$ cat src/rtl/biquad_seq_pkg.sv
// Shared constants, FSM encoding and the round/saturate helper for the
// time-multiplexed biquad cascade.
package biquad_seq_pkg;

    localparam int DECIM        = 14;
    localparam int MAGN         = 8;
    localparam int N            = DECIM + MAGN + 1;
    localparam int SECTIONS_DEF = 2;
    localparam int ACC_W        = 2 * N + 3;
    localparam int TAPS         = 5;

    // Coefficient slot within a section; a1/a2 are stored pre-negated.
    localparam int K_B0 = 0;
    localparam int K_B1 = 1;
    localparam int K_B2 = 2;
    localparam int K_A1 = 3;
    localparam int K_A2 = 4;

    // Unity gain in Q(MAGN).(DECIM): the passthrough value of b0.
    localparam logic [N-1:0] ONE = N'(1 << DECIM);

    typedef enum logic [1:0] {
        ST_IDLE = 2'd0,
        ST_MAC  = 2'd1,
        ST_WB   = 2'd2
    } state_e;

    typedef struct packed {
        logic [N-1:0] value;
        logic         sat;
    } round_sat_t;

    // Round half-up at the DECIM boundary, then clip to the N-bit signed range.
    function automatic round_sat_t round_sat(input logic signed [ACC_W-1:0] acc);
        logic signed [ACC_W:0] biased;
        logic signed [ACC_W:0] shifted;
        logic signed [ACC_W:0] max_v;
        logic signed [ACC_W:0] min_v;
        round_sat_t            res;
        max_v   = (ACC_W + 1)'((1 << (N - 1)) - 1);
        min_v   = ~max_v;
        biased  = {acc[ACC_W-1], acc};
        biased  = biased + (ACC_W + 1)'(1 << (DECIM - 1));
        shifted = biased >>> DECIM;
        res.sat = 1'b1;
        if (shifted > max_v) begin
            res.value = max_v[N-1:0];
        end else if (shifted < min_v) begin
            res.value = min_v[N-1:0];
        end else begin
            res.value = shifted[N-1:0];
            res.sat   = 1'b0;
        end
        return res;
    endfunction

endpackage

$ cat src/rtl/biquad_mac_unit.sv
// Shared signed MAC: registered product, clearable accumulator, and a
// combinational rounded/saturated view of (accumulator + pending product).
module biquad_mac_unit
    import biquad_seq_pkg::*;
(
    input  logic         clock,
    input  logic         reset,
    input  logic         mul_en,
    input  logic         acc_clr,
    input  logic         acc_en,
    input  logic [N-1:0] coef,
    input  logic [N-1:0] operand,
    output logic [N-1:0] result,
    output logic         result_sat
);

    logic signed [2*N-1:0]   prod_q, prod_d;
    logic signed [ACC_W-1:0] acc_q, acc_d;
    logic signed [ACC_W-1:0] prod_ext;
    logic signed [ACC_W-1:0] total;
    round_sat_t              rs;

    // Next product and next accumulator value.
    // NOTE: every signal assigned in always_comb gets a default first, so no path leaves it unassigned and infers a latch.
    always_comb begin
        prod_d   = prod_q;
        acc_d    = acc_q;
        prod_ext = ACC_W'(prod_q);
        if (mul_en) begin
            prod_d = (2 * N)'($signed(coef)) * (2 * N)'($signed(operand));
        end
        if (acc_clr) begin
            acc_d = '0;
        end else if (acc_en) begin
            acc_d = acc_q + prod_ext;
        end
        total      = acc_q + prod_ext;
        rs         = round_sat(total);
        result     = rs.value;
        result_sat = rs.sat;
    end

    // Product and accumulator registers.
    // NOTE: clocked state uses non-blocking assignments so every flop samples pre-edge values regardless of block order.
    always_ff @(posedge clock or negedge reset) begin
        if (!reset) begin
            prod_q <= '0;
            acc_q  <= '0;
        end else begin
            prod_q <= prod_d;
            acc_q  <= acc_d;
        end
    end

endmodule

$ cat src/rtl/biquad_cascade_sequencer.sv
// Time-multiplexed cascade of biquad sections sharing one MAC. Each sample
// takes 5 MAC cycles plus one write-back cycle per section.
module biquad_cascade_sequencer
    import biquad_seq_pkg::*;
#(
    parameter int SECTIONS = SECTIONS_DEF
) (
    input  logic                              clock,
    input  logic                              reset,
    input  logic                              gen_enable,
    input  logic [N-1:0]                      data_in,
    output logic [N-1:0]                      data_out,
    output logic                              data_valid,
    output logic                              busy,
    input  logic                              coef_we,
    input  logic [$clog2(5*SECTIONS)-1:0]     coef_addr,
    input  logic [N-1:0]                      coef_wdata,
    output logic                              sat_flag,
    output logic                              overrun
);

    localparam int NCOEF = TAPS * SECTIONS;
    localparam int CW    = $clog2(NCOEF);
    localparam int SW    = (SECTIONS > 1) ? $clog2(SECTIONS) : 1;

    state_e          state_q, state_d;
    logic [SW-1:0]   sec_q, sec_d;
    logic [2:0]      k_q, k_d;
    logic [N-1:0]    x_cur_q, x_cur_d;
    logic [N-1:0]    coef_q [NCOEF];
    logic [N-1:0]    coef_d [NCOEF];
    logic [N-1:0]    x1_q [SECTIONS];
    logic [N-1:0]    x1_d [SECTIONS];
    logic [N-1:0]    x2_q [SECTIONS];
    logic [N-1:0]    x2_d [SECTIONS];
    logic [N-1:0]    y1_q [SECTIONS];
    logic [N-1:0]    y1_d [SECTIONS];
    logic [N-1:0]    y2_q [SECTIONS];
    logic [N-1:0]    y2_d [SECTIONS];
    logic [N-1:0]    data_out_q, data_out_d;
    logic            data_valid_q, data_valid_d;
    logic            sat_q, sat_d;
    logic            ovr_q, ovr_d;

    logic [CW-1:0]   coef_idx;
    logic [N-1:0]    mac_coef;
    logic [N-1:0]    mac_operand;
    logic            mul_en, acc_clr, acc_en;
    logic [N-1:0]    mac_result;
    logic            mac_sat;

    // Select the coefficient and operand for the current tap.
    always_comb begin
        coef_idx = CW'(int'(sec_q) * TAPS + int'(k_q));
        mac_coef = coef_q[coef_idx];
        case (int'(k_q))
            K_B0:    mac_operand = x_cur_q;
            K_B1:    mac_operand = x1_q[sec_q];
            K_B2:    mac_operand = x2_q[sec_q];
            K_A1:    mac_operand = y1_q[sec_q];
            K_A2:    mac_operand = y2_q[sec_q];
            default: mac_operand = '0;
        endcase
    end

    biquad_mac_unit u_mac (
        .clock      (clock),
        .reset      (reset),
        .mul_en     (mul_en),
        .acc_clr    (acc_clr),
        .acc_en     (acc_en),
        .coef       (mac_coef),
        .operand    (mac_operand),
        .result     (mac_result),
        .result_sat (mac_sat)
    );

    // Sequencer: next state, coefficient writes, section state update, flags.
    always_comb begin
        state_d      = state_q;
        sec_d        = sec_q;
        k_d          = k_q;
        x_cur_d      = x_cur_q;
        coef_d       = coef_q;
        x1_d         = x1_q;
        x2_d         = x2_q;
        y1_d         = y1_q;
        y2_d         = y2_q;
        data_out_d   = data_out_q;
        data_valid_d = 1'b0;
        sat_d        = sat_q;
        ovr_d        = ovr_q;
        mul_en       = 1'b0;
        acc_clr      = 1'b0;
        acc_en       = 1'b0;

        case (state_q)
            ST_IDLE: begin
                // A write in the same cycle as the strobe lands before the first MAC read.
                if (coef_we && (int'(coef_addr) < NCOEF)) begin
                    coef_d[coef_addr] = coef_wdata;
                end
                if (gen_enable) begin
                    x_cur_d = data_in;
                    sec_d   = '0;
                    k_d     = '0;
                    state_d = ST_MAC;
                end
            end

            ST_MAC: begin
                // Tap 0 starts a fresh sum; later taps add the product registered one cycle earlier.
                mul_en  = 1'b1;
                acc_clr = (k_q == 3'd0);
                acc_en  = (k_q != 3'd0);
                if (int'(k_q) == K_A2) begin
                    state_d = ST_WB;
                end else begin
                    k_d = k_q + 3'd1;
                end
            end

            ST_WB: begin
                x2_d[sec_q] = x1_q[sec_q];
                x1_d[sec_q] = x_cur_q;
                y2_d[sec_q] = y1_q[sec_q];
                y1_d[sec_q] = mac_result;
                x_cur_d     = mac_result;
                if (mac_sat) begin
                    sat_d = 1'b1;
                end
                if (int'(sec_q) == SECTIONS - 1) begin
                    data_out_d   = mac_result;
                    data_valid_d = 1'b1;
                    state_d      = ST_IDLE;
                end else begin
                    sec_d   = sec_q + SW'(1);
                    k_d     = '0;
                    state_d = ST_MAC;
                end
            end

            default: state_d = ST_IDLE;
        endcase

        // Strobes arriving mid-sample are dropped and remembered.
        if ((state_q != ST_IDLE) && (gen_enable || coef_we)) begin
            ovr_d = 1'b1;
        end
    end

    // All sequencer state, coefficient file and per-section history.
    always_ff @(posedge clock or negedge reset) begin
        if (!reset) begin
            state_q      <= ST_IDLE;
            sec_q        <= '0;
            k_q          <= '0;
            x_cur_q      <= '0;
            data_out_q   <= '0;
            data_valid_q <= 1'b0;
            sat_q        <= 1'b0;
            ovr_q        <= 1'b0;
            // NOTE: the coefficient file is a small flop array, not a RAM, so it can and must reset to passthrough.
            for (int i = 0; i < NCOEF; i++) begin
                coef_q[i] <= ((i % TAPS) == K_B0) ? ONE : '0;
            end
            x1_q <= '{default: '0};
            x2_q <= '{default: '0};
            y1_q <= '{default: '0};
            y2_q <= '{default: '0};
        end else begin
            state_q      <= state_d;
            sec_q        <= sec_d;
            k_q          <= k_d;
            x_cur_q      <= x_cur_d;
            data_out_q   <= data_out_d;
            data_valid_q <= data_valid_d;
            sat_q        <= sat_d;
            ovr_q        <= ovr_d;
            coef_q       <= coef_d;
            x1_q         <= x1_d;
            x2_q         <= x2_d;
            y1_q         <= y1_d;
            y2_q         <= y2_d;
        end
    end

    assign busy       = (state_q != ST_IDLE);
    assign data_out   = data_out_q;
    assign data_valid = data_valid_q;
    assign sat_flag   = sat_q;
    assign overrun    = ovr_q;

endmodule

$ cat config.mk
export PLATFORM = sky130hd
export DESIGN_NAME = biquad_cascade_sequencer
export DESIGN_NICKNAME = d
export VERILOG_FILES = /design/src/rtl/biquad_seq_pkg.sv /design/src/rtl/biquad_mac_unit.sv /design/src/rtl/biquad_cascade_sequencer.sv
export SDC_FILE = /design/constraint.sdc
export NUM_CORES = 2
export LEC_CHECK = 0
export BUFFER_PORTS_ARGS = -buffer_cell sky130_fd_sc_hd__buf_2
export CORE_UTILIZATION = 53
export CTS_BUF_LIST = sky130_fd_sc_hd__clkbuf_4 sky130_fd_sc_hd__clkbuf_8
export CTS_CLUSTER_DIAMETER = 30
export CTS_CLUSTER_SIZE = 8
export DETAILED_ROUTE_END_ITERATION = 10
export PLACE_DENSITY = 0.69
export SYNTH_ARGS = -nofsm -noshare
export SYNTH_HDL_FRONTEND = slang
export SYNTH_SLANG_ARGS = --single-unit
$ cat constraint.sdc
create_clock -name clock -period 15.62 [get_ports clock]
set_input_delay 0.781 -clock clock [delete_from_list [all_inputs] [get_ports clock]]
set_output_delay 0.781 -clock clock [all_outputs]
set_load 0.1 [all_outputs]
# Yosys cells after proc, flatten, opt, wreduce, memory -nomap -nowiden
# Cells that the tools add are included.
[totals] register_bits=564 inputBits=54
[classes] add_sub_neg=5 multipliers=2 order_cmp=8 eq_ne=11 muxes=49 n_bitwise=3 n_reduce_logical=18
[op_table] cell="$mux W23" n=19
[op_table] cell="$bwmux W230" n=1
[op_table] cell="$bwmux W46" n=4
[op_table] cell="$pmux W23 S5" n=1
[op_table] cell="$mux W49" n=2
[op_table] cell="$bmux W23 S4" n=1
[op_table] cell="$demux W23 S4" n=1
[op_table] cell="$add A49 B15 Y50 const B" n=1
[op_table] cell="$add A49 B46 Y49" n=1
[op_table] cell="$mul A23 B23 Y46" n=1
[op_table] cell="$pmux W23 S2" n=1
[op_table] cell="$gt A36 B23 Y1 const B" n=1
[op_table] cell="$lt A36 B23 Y1 const B" n=1
[op_table] cell="$demux W23 S1" n=1
[op_table] cell="$ge A5 B5 Y1 const B" n=2
[op_table] cell="$mux W1" n=10
[op_table] cell="$not A4 Y5" n=2
[op_table] cell="$reduce_and A2 Y1" n=5
[op_table] cell="$mux W3" n=3
[op_table] cell="$pmux W3 S3" n=1
[op_table] cell="$ne A2 B2 Y1 const B" n=4
[op_table] cell="$eq A3 B2 Y1 const B" n=2
[op_table] cell="$eq A3 B3 Y1 const B" n=2
[op_table] cell="$pmux W2 S3" n=1
[op_table] cell="other kinds (21)" n=28

# Logic depth before layout (Yosys ltp)
[depth] word_depth=7 depth_mapped=40 ltp_nobuf=36

# Hierarchy
# From an unflattened synthesis, not the netlist that was laid out.
[hier_totals] cells_unflattened=4632 hier_area_um2=48940.7
[by_module_without_submodules] module="biquad_mac_unit" instances=1 cells_each=3161 area_per_inst_um2=28287.1 seq_area_each_um2=2377.3
[by_module_without_submodules] module="biquad_cascade_sequencer" instances=1 cells_each=1471 area_per_inst_um2=20653.6 seq_area_each_um2=11163.2

# Worst setup path before layout
# Ideal clock, no wire load.
[synth_path] path_kind="register -> register" start="register k_q[0]" end="register u_mac.prod_q[44]" setup_ns=0.133 t_arrival_ns=10.147 slack_ns=5.339 stages_incl_launch_ff=36 path_buffers=7 synth_period_minus_slack_ns=10.281 path_cell_list="dfrtp_1 ha_1 clkbuf_1 buf_1 clkbuf_1 clkbuf_1 clkbuf_1 mux2i_1 o22ai_1 clkbuf_1 nand2_1 inv_1 fa_1 fa_1 inv_1 fa_1 inv_1 fa_1 fa_1 fa_1 inv_1 fa_1 inv_1 ha_1 clkbuf_1 a21o_1 a21o_1 a21oi_1 o21ai_0 a21o_1 a21o_1 a21o_1 a21oi_1 o21ai_0 xnor2_1 o21ai_0"
[synth_between] elab_chain_len=6
[synth_lines] item="from (decl)" line_no="biquad_cascade_sequencer.sv:28" rtl="logic [2:0] k_q, k_d;"
[synth_lines] item="from (signal assigned)" line_no="biquad_cascade_sequencer.sv:174" rtl="k_q <= k_d;"
[synth_lines] item="$add A4 B3 Y4" line_no="biquad_cascade_sequencer.sv:54" rtl="coef_idx = CW'(int'(sec_q) * TAPS + int'(k_q));"
[synth_lines] item="$not A4 Y5 (not written as such)" line_no="biquad_cascade_sequencer.sv:55" rtl="mac_coef = coef_q[coef_idx];"
[synth_lines] item="$bmux W23 S4" line_no="biquad_cascade_sequencer.sv:55"
[synth_lines] item="$mux W23 (not written as such) (2 in series)" line_no="biquad_cascade_sequencer.sv:55"
[synth_lines] item="$mul A23 B23 Y46 *" line_no="biquad_mac_unit.sv:30" rtl="prod_d = (2 * N)'($signed(coef)) * (2 * N)'($signed(operand));"
[synth_lines] item="to (signal assigned)" line_no="biquad_mac_unit.sv:50" rtl="prod_q <= prod_d;"
[synth_lines] item="to (decl)" line_no="biquad_mac_unit.sv:17" rtl="logic signed [2*N-1:0] prod_q, prod_d;"
# Mark *: on every way between the ends. The rest lies on a longest branch, timed or not. The select of a mux whose other input is x is not followed.
# A chain may end at the register's enable or synchronous reset.

# Final worst setup path
[layout_path] start="register k_q[2]" end="register u_mac.prod_q[38]"
# The elaborated chain is that of the path after synthesis.

==> qor.yml <==
finalCriticalPeriod_ns: 10.32
fin_crit_sh_pct: 66.0
grt_usage_pct: 30.2
antenna_left: 0
die_h_microns: 301
dp_hpwl_mm: 96.9
cp_slowest_cell: "o22a_1"
drt_pre_antenna_iters: 9
cts_tree: "built"
nFillCells: 7647
worstMarginPinSlew_ns: 1.21
grt_overflow_total: 0
io_buffers: 80
clkTransAtPathRegs_ns: 0.06
cp.arrival_ns: 10.91
clk_path_buf_depth: 3
hold_violations: 0
coreArea_sq_um: 88500
synthFlopType: "dfrtp_1"
grt_max_degree: 177
cpPeakStageDelay_ns: 0.63
synth_edf_count: 0
yosys_warnings: 0
syn2layout_area_growth_pct: 8.94
cts_sinks: 541
grt_pass1_vias: 37000
vias: 35600
synth_nets: 5711
yosys_register_bits: 541
die_area_sq_um: 90700
max_slew_margin_pct: 19.1
critPathRequiredTime_ns: 16.22
crit_type: "register to register"
maxCapViolations: 0
min_path_type: "input pin to asynchronous set/reset pin"
die_width_microns: 301
synthCells: 4909
cp-start-kind: "register"
vias_per_cell: 5.78
synthArstFlopShare_pct: 100
wl_mm: 133
ctsHoldBuffers: 0
ys_types: 89
root_buffer: "clkbuf_8"
h-tree-depth: 3
rsz0062_at_grt: "no"
synth.yosys.seq_area_share_pct: 28.6
clk_latency_ns: 0.79
crit_path_end_kind: "register"
r2r_start: "k_q[2]"
path_common_cell: "fa_1"
grt_pass1_wl_mm: 211
fmax_ghz: 0.0969
final_common_cell: "nand2_1"
post_synth.cell_area_avg_sq_um: 9.66
syn_area_sq_um: 47400
rows: 109
violations: "DRC"
drive_gt1_share_pct: 15.3
path_max_fanout: 51
drcViolationCount: 14
finalClockSkew_ns: 0.0724
antenna_found_initial: 1
wl_per_cell_microns: 21.5
numCtsBuffers: 114
status: "finished, violations left"
setup_viol: 0
post-cts-setup-buffer-count: 0
drtIter0Drc: 3064
gp_congestion: 0.961
io_pins: 81
cp-startpoint: "k_q[2]"
final.setup.tns_ns: 0
final_cell_mix: "nand2_1, inv_1, fa_1"
start_util_pct: 53.6
post_cts_resized: 0
nets: 5690
final_max_slew_viol_count: 0
## flip-flops by register name, summed over array words and instances (netlist names), 2 cells and up
name	count
x2_q	46
x1_q	46
k_q	3
coef_q	230
u_mac.prod_q	46
state_q	2
u_mac.acc_q	49
x_cur_q	23
y2_q	46
y1_q	46
## metrics by stage
step	instance area, sq um	instances	worst slack (ns)	util, %	hold WS (ns)
floorplan	47400	4909	5.34	-	0.443
global placement	48900	5937	5.44	55.2	0.457
detailed placement	48900	5937	5.30	55.2	0.461
CTS	51700	6150	5.31	58.4	0.149
global route	51700	6150	4.74	58.4	0.196
finish	51700	6151	5.30	58.4	0.117
## critical path, delay by kind of cell (launching register included)
family                     cells  cell delay [ns]
and+or+nand+nor                5             1.04
buffers and inverters          9             1.68
DFF                            1             0.34
AOI/OAI and AO/OA              9             2.40
adders and majority gates      9             4.33
xor gates and xnor gates       2             0.34
## area by class of cell
| class | count | area [sq um] | share of cell area (%) |
|---|---|---|---|
| diodes | 1 | 2.50 | 0.00484 |
| flip-flops and latches | 541 | 13500 | 26.2 |
| clock buffers | 152 | 2000 | 3.87 |
| inverters | 703 | 2640 | 5.11 |
| well taps | 1165 | 1460 | 2.82 |
| multi-input cells | 3365 | 30200 | 58.4 |
| repair buffers | 163 | 1050 | 2.02 |
| clock inverters | 61 | 783 | 1.52 |
## path summary, 6_finish.rpt
check	to	slack (ns)	cells after the start
min reg2reg	y2_q[24]	0.46	2
min	x2_q[44]	0.12	1
max in group asynchronous	coef_q[212]	12.33	4
max	u_mac.prod_q[38]	5.30	34
max reg2reg	u_mac.prod_q[38]	5.30	34
min in group clock	x_cur_q[8]	0.32	3
## synthesized netlist by cell type (46+ instances only)
cell / number / area [sq um]
fa_1: 566 / 11300
a21oi_1: 109 / 546
o22ai_1: 56 / 350
xnor2_1: 65 / 569
inv_1: 702 / 2640
ha_1: 182 / 2280
nand2_1: 925 / 3470
mux4_2: 46 / 1040
a21o_1: 48 / 360
nor2_1: 282 / 1060
clkbuf_1: 215 / 807
xor2_1: 52 / 455
a31oi_1: 77 / 482
o21ai_0: 125 / 626
dfrtp_1: 539 / 13500
mux2_2: 252 / 2840
mux2i_1: 95 / 951
## per-layer routing
layer / GRT usage, % / vias to the layer above / wire length, microns
li1: - / 15800 / -
met1: 41.4 / 18000 / 55100
met2: 47.5 / 1547 / 60500
met3: 5.85 / 299 / 11700
met5: 0 / - / 12
met4: 11.5 / 2 / 5270
## kinds of logic (layout without fill, tap and decap cells)
group | after synthesis | in the layout | synth area share (%)
AO/OA/AOI/OAI | 654 | 654 | 9.22
multiplexers | 393 | 393 | 10.2
AND/OR/NAND/NOR | 1453 | 1453 | 12.9
XOR/XNOR | 117 | 117 | 2.16
buffers and inverters | 1003 | 1079 | 8.26
other | 0 | 1 | 0
flip-flops | 541 | 541 | 28.6
adder cells (fa/ha/maj) | 748 | 748 | 28.7
Power is not shown: default switching activity piles up to over one toggle a cycle in this logic, so the estimate is an artifact.
